File: src/rtl/lcd_capture.sv
// lcd_capture: stores the GameBoy LCD pixel stream as a packed 2 bpp frame.
// Strobes are edge-detected after a two-stage input register.
module lcd_capture #(
  parameter int WIDTH  = 160,
  parameter int HEIGHT = 144,
  parameter int ADDR_W = 13
) (
  input  logic              clock,
  input  logic              reset,
  input  logic [1:0]        pixel_data,
  input  logic              pixel_clock,
  input  logic              pixel_latch,
  input  logic              hsync,
  input  logic              vsync,
  output logic [ADDR_W-1:0] fb_addr,
  output logic [7:0]        fb_data,
  output logic              fb_we,
  output logic              frame_done,
  output logic [7:0]        frame_count,
  output logic              line_error
);

  localparam logic [7:0]        X_END = 8'(WIDTH);
  localparam logic [7:0]        Y_END = 8'(HEIGHT);
  localparam logic [ADDR_W-1:0] BPL   = ADDR_W'(WIDTH / 4);

  typedef enum logic [1:0] {
    WAIT,
    ACTIVE,
    HOLD
  } state_t;

  state_t state, state_nxt;

  logic       pclk_s1, pclk_s2;
  logic       plat_s1, plat_s2;
  logic       vs_s1, vs_s2;
  logic [1:0] pd_s1;
  logic       px_stb, ln_stb, vs_stb;

  logic [7:0]        x, x_nxt;
  logic [7:0]        y, y_nxt;
  logic [1:0]        phase, phase_nxt;
  logic [7:0]        sr, sr_nxt;
  logic [1:0]        pad;
  logic [ADDR_W-1:0] line_base;
  logic [ADDR_W-1:0] addr_nxt;
  logic [7:0]        data_nxt;
  logic              we_nxt, done_nxt, err_nxt;
  logic [7:0]        count_nxt;

  // hsync is reserved for a later scan-out mode
  logic unused_hsync;
  assign unused_hsync = hsync;

  always_ff @(posedge clock or posedge reset) begin
    if (reset) begin
      pclk_s1 <= 1'b0;
      pclk_s2 <= 1'b0;
      plat_s1 <= 1'b0;
      plat_s2 <= 1'b0;
      vs_s1   <= 1'b0;
      vs_s2   <= 1'b0;
      pd_s1   <= 2'd0;
    end else begin
      pclk_s1 <= pixel_clock;
      pclk_s2 <= pclk_s1;
      plat_s1 <= pixel_latch;
      plat_s2 <= plat_s1;
      vs_s1   <= vsync;
      vs_s2   <= vs_s1;
      pd_s1   <= pixel_data;
    end
  end

  assign px_stb = pclk_s1 & ~pclk_s2;
  assign ln_stb = plat_s1 & ~plat_s2;
  assign vs_stb = vs_s1 & ~vs_s2;

  assign line_base = ADDR_W'(y) * BPL;

  always_ff @(posedge clock or posedge reset) begin
    if (reset) state <= WAIT;
    else       state <= state_nxt;
  end

  always_comb begin
    state_nxt = state;
    x_nxt     = x;
    y_nxt     = y;
    phase_nxt = phase;
    sr_nxt    = sr;
    pad       = 2'd0;
    addr_nxt  = fb_addr;
    data_nxt  = fb_data;
    we_nxt    = 1'b0;
    done_nxt  = 1'b0;
    count_nxt = frame_count;
    err_nxt   = line_error;
    if (vs_stb) begin
      x_nxt     = 8'd0;
      y_nxt     = 8'd0;
      phase_nxt = 2'd0;
      sr_nxt    = 8'd0;
      err_nxt   = 1'b0;
      state_nxt = ACTIVE;
      if (state != WAIT && y == Y_END) begin
        done_nxt  = 1'b1;
        count_nxt = frame_count + 8'd1;
      end
    end else if (state == ACTIVE) begin
      if (px_stb) begin
        if (x < X_END) begin
          sr_nxt = {sr[5:0], pd_s1};
          if (phase == 2'd3) begin
            we_nxt   = 1'b1;
            addr_nxt = line_base + ADDR_W'(x[7:2]);
            data_nxt = sr_nxt;
          end
          x_nxt     = x + 8'd1;
          phase_nxt = phase + 2'd1;
        end else begin
          err_nxt = 1'b1;
        end
      end
      // line end sees the pixel of the same cycle already applied
      if (ln_stb) begin
        if (x_nxt != X_END) err_nxt = 1'b1;
        if (phase_nxt != 2'd0) begin
          pad      = 2'd0 - phase_nxt;
          we_nxt   = 1'b1;
          addr_nxt = line_base + ADDR_W'(x_nxt[7:2]);
          data_nxt = sr_nxt << {pad, 1'b0};
        end
        x_nxt     = 8'd0;
        phase_nxt = 2'd0;
        sr_nxt    = 8'd0;
        y_nxt     = y + 8'd1;
        if (y_nxt == Y_END) state_nxt = HOLD;
      end
    end
  end

  always_ff @(posedge clock or posedge reset) begin
    if (reset) begin
      x           <= 8'd0;
      y           <= 8'd0;
      phase       <= 2'd0;
      sr          <= 8'd0;
      fb_addr     <= '0;
      fb_data     <= 8'd0;
      fb_we       <= 1'b0;
      frame_done  <= 1'b0;
      frame_count <= 8'd0;
      line_error  <= 1'b0;
    end else begin
      x           <= x_nxt;
      y           <= y_nxt;
      phase       <= phase_nxt;
      sr          <= sr_nxt;
      fb_addr     <= addr_nxt;
      fb_data     <= data_nxt;
      fb_we       <= we_nxt;
      frame_done  <= done_nxt;
      frame_count <= count_nxt;
      line_error  <= err_nxt;
    end
  end

endmodule

File: config.mk
export PLATFORM = sky130hd
export DESIGN_NAME = lcd_capture
export DESIGN_NICKNAME = d
export VERILOG_FILES = /design/src/rtl/lcd_capture.sv
export SDC_FILE = /design/constraint.sdc
export NUM_CORES = 1
export LEC_CHECK = 0
export CAP_MARGIN = 30
export CORE_MARGIN = 3
export CORE_UTILIZATION = 50
export DETAILED_ROUTE_END_ITERATION = 7
export GPL_TIMING_DRIVEN = 0
export PLACE_DENSITY_LB_ADDON = 0.12
export SLEW_MARGIN = 20
export SYNTH_ARGS = -nofsm -noshare
export SYNTH_HDL_FRONTEND = slang
export SYNTH_SLANG_ARGS = --single-unit
File: constraint.sdc
create_clock -name clock -period 4 [get_ports clock]
set_clock_uncertainty 0.05 [all_clocks]
set_input_delay 1.2 -clock clock [delete_from_list [all_inputs] [get_ports clock]]
set_output_delay 1.2 -clock clock [all_outputs]
set_load 0.05 [all_outputs]
==> results.json <==
{
  "synth_cell_types": 71,
  "place_hpwl_um": 7190,
  "period_needed_ns": 3.40,
  "numPlacedInstances": 573,
  "crit_path_dat_ns": 3.65,
  "drv.max_cap_violation_count": 0,
  "worstMarginPinSlew_ns": 0.707,
  "outcome": "finished, final reports clean",
  "p_switching_uw": 868,
  "tritoncts_clock_tree": "yes",
  "chipWidth_um": 97.9,
  "max_rail_drop_vdd_v": 0.000276,
  "die_area_sq_um": 9590,
  "critical_path_launch_point_type": "flop",
  "netlist_top_cells_area": "dfrtp_1, ha_1, nor2_1",
  "clockRootBuffer": "clkbuf_8",
  "total_via_count_in_the_routed_design": 3475,
  "yosys.area_share.adder_pct": 8.53,
  "timing.final.max_slew_violations": 0,
  "leakage_nw": 2.17,
  "post_synth_and_or_nand_nor_area_fraction_pct": 18.0,
  "fmax_mhz": 294,
  "cts_post_setup_buffers_inserted": 0,
  "grt_max_degree": 36,
  "core_region_area_sq_um": 7970,
  "nFillCells": 705,
  "post-route-period-util_pct": 85.0,
  "synth_sequential_area_ratio_pct": 40.3,
  "power.clock.fraction_pct": 24.8,
  "detailedRoute.firstIterationViolations": 160,
  "grt_pass1_wl_um": 16400,
  "synthCells": 432,
  "number_of_global_route_vias_before_repair": 3337,
  "number_of_endpoints_failing_setup_at_the_final_stage": 0,
  "post_synthesis_share_of_cell_area_spent_on_xor_and_xnor_gates_pct": 5.98,
  "rsz0062_at_grt": "false",
  "place.port_buffers": 38,
  "drcViolationCount": 0,
  "mappedNetlistArea_sq_um": 4220,
  "synthesis.nets": 467,
  "global_route.usage.total_pct": 20.9,
  "final_cells": 588,
  "synth_warnings": 0,
  "critPathMaxFanout": 8,
  "synth.ff_latch_count": 68,
  "final_layout_size_suffix_gt1_share_pct": 10.1,
  "async_reset_ff_share_pct": 100,
  "synth.largest_area_cell": "dfrtp_1",
  "number_of_cells_upsized_or_downsized_after_cts": 0,
  "insertion_delay_to_the_later_sink_of_the_worst_skew_pair_ns": 0.35,
  "cts_hold_repair.buffers": 0,
  "synth-compound-area-share_pct": 19.6,
  "die_h_um": 97.9,
  "pin_count": 40,
  "antenna_violating_nets_post_route": 0,
  "dominantRegCellSynth": "dfrtp_1",
  "final_hold_viol_count": 0,
  "num_antenna_cells": 0,
  "worstHoldPathType": "reg -> reg",
  "synth_top_cell_area_share_pct": 40.3,
  "synth.avg_cell_area_sq_um": 9.78,
  "yosys-mux-area-fraction_pct": 3.73,
  "synth-edff-count": 0,
  "multiInputGateArea_sq_um": 2360,
  "routed_wire_length_per_instance_um": 16.4,
  "cp.required_ns": 4.25,
  "crit_type": "reg -> reg",
  "p_comb_share_pct": 36.2,
  "finalSetupTns_ns": 0,
  "power.share.sequential_pct": 39.1,
  "clkSlewWorstSetupHoldPaths_ns": 0.08,
  "clock_sinks": 68,
  "wl_um": 9620,
  "cts_buffers": 9,
  "drt_pass_1_iters": 4,
  "routed_via_density": 5.91,
  "grt-ovfl-total": 0,
  "clock_tree.htree_level_count": 3,
  "synth_top_family_by_area": "compound AO/OA/AOI/OAI gates",
  "cell_internal_pwr_mw": 1.36,
  "pwr_density_cell_nw_per_um2": 451,
  "start_util_pct": 53.0,
  "clockBufferDepth": 2,
  "timing.max_slew.rel_slack_pct": 52.7,
  "final_nets": 517,
  "gp_congestion": 0.880,
  "grt_antenna_before_repair": 0,
  "core.rowCount": 32,
  "power.switching_fraction_pct": 38.9,
  "critical_path.endpoint_type": "flop",
  "final-seq-area_sq_um": 1700,
  "areaGrowthSynthToFinish_pct": 17.1
}
-- metrics by stage --
stage	cell area [sq um]	hold WS [ns]	power, mW	worst slack, ns	utilization [%]
after floorplan	4220	0.297	1.42	1.04	-
after global placement	4730	0.304	1.68	-0.116	59.4
after detailed placement	4750	0.304	1.70	0.661	59.7
after CTS	4940	0.321	2.26	0.623	62.1
after global routing	4940	0.341	2.35	0.337	62.1
final	4940	0.319	2.23	0.599	62.1
-- metal layers --
metal / GRT usage (%) / vias to the layer above / routed length (um)
met2: 33.9 / 88 / 4720
met4: 5.22 / 0 / 126
met5: 0 / - / 0
li1: - / 1679 / -
met1: 28.7 / 1694 / 4350
met3: 4.50 / 14 / 422
-- final timing paths --
check | start | endpoint | slack, ns | depth (start not counted)
hold reg to reg | vs_s1$_DFF_PP0_ | vs_s2$_DFF_PP0_ | 0.32 | 0
max in group asynchronous | reset | y[1]$_DFFE_PP0P_ | 2.20 | 3
hold / removal | vs_s1$_DFF_PP0_ | vs_s2$_DFF_PP0_ | 0.32 | 0
setup / recovery | x[5]$_DFFE_PP0P_ | fb_addr[9]$_DFFE_PP0P_ | 0.60 | 14
min in group asynchronous | reset | sr[2]$_DFFE_PP0P_ | 1.16 | 2
setup reg to reg | x[5]$_DFFE_PP0P_ | fb_addr[9]$_DFFE_PP0P_ | 0.60 | 14
-- cell type report --
class | count | area share (%)
clock buffer | 9 | 2.51
timing repair buffer | 39 | 8.10
tap | 102 | 2.58
buffer | 19 | 2.05
sequential | 68 | 34.4
inverter | 17 | 1.34
clock inverter | 6 | 1.34
multi-input combinational | 328 | 47.7
-- synth_stat cells, types with 9 or more instances --
cell type,instances
dfrtp_1,68
nor2_1,47
nand2_1,32
ha_1,24
a21oi_1,17
o21ai_0,16
xnor2_1,16
inv_1,15
nand3_1,12
clkbuf_1,11
nand4_1,11
xor2_1,11
a22o_1,10
mux2i_1,9
-- cells by family (layout without fill, tap and decap cells) --
group | count (synthesis) | count (layout)
and+or+nand+nor | 149 | 149
buffers and inverters | 36 | 90
adders and majority gates | 27 | 27
DFF | 68 | 68
AOI/OAI and AO/OA | 109 | 109
muxes | 15 | 15
xor gates and xnor gates | 28 | 28
-- registers in the layout (all words and copies together), names as in the netlist --
name         cells
fb_addr         13
fb_data          8
fb_we            1
frame_count      8
frame_done       1
line_error       1
pclk_s1          1
pclk_s2          1
pd_s1            2
phase            2
plat_s1          1
plat_s2          1
sr               8
state            2
vs_s1            1
vs_s2            1
x                8
y                8
-- power groups by stage --
stage / Sequential [mW] / Combinational [mW] / Clock (mW)
after CTS: 0.873 / 0.813 / 0.570
after global routing: 0.886 / 0.858 / 0.605
after global placement: 0.883 / 0.798 / 0
final: 0.871 / 0.807 / 0.552
after detailed placement: 0.887 / 0.810 / 0
after floorplan: 1.19 / 0.236 / 0
-- cells in the final DEF, fill, tap and decap left out, types with 12 or more instances in the layout --
cell type	instances
a21oi_1	17
clkdlybuf4s50_1	38
dfrtp_1	68
ha_1	24
inv_1	14
nand2_1	32
nand3_1	12
nor2_1	47
o21ai_0	16
xnor2_1	16
-- critical path: stages, from the launching register on --
cell	delay [ns]
dfrtp_1	0.38
buf_2	0.18
o21ai_4	0.24
nand2_1	0.27
nor2_1	0.21
xor2_1	0.23
ha_1	0.21
inv_1	0.06
fa_1	0.38
nand2b_1	0.20
a21oi_1	0.28
nand2_1	0.08
mux2_2	0.27
a21oi_1	0.16
o22a_1	0.16
Power figures use the tool's default switching activity.
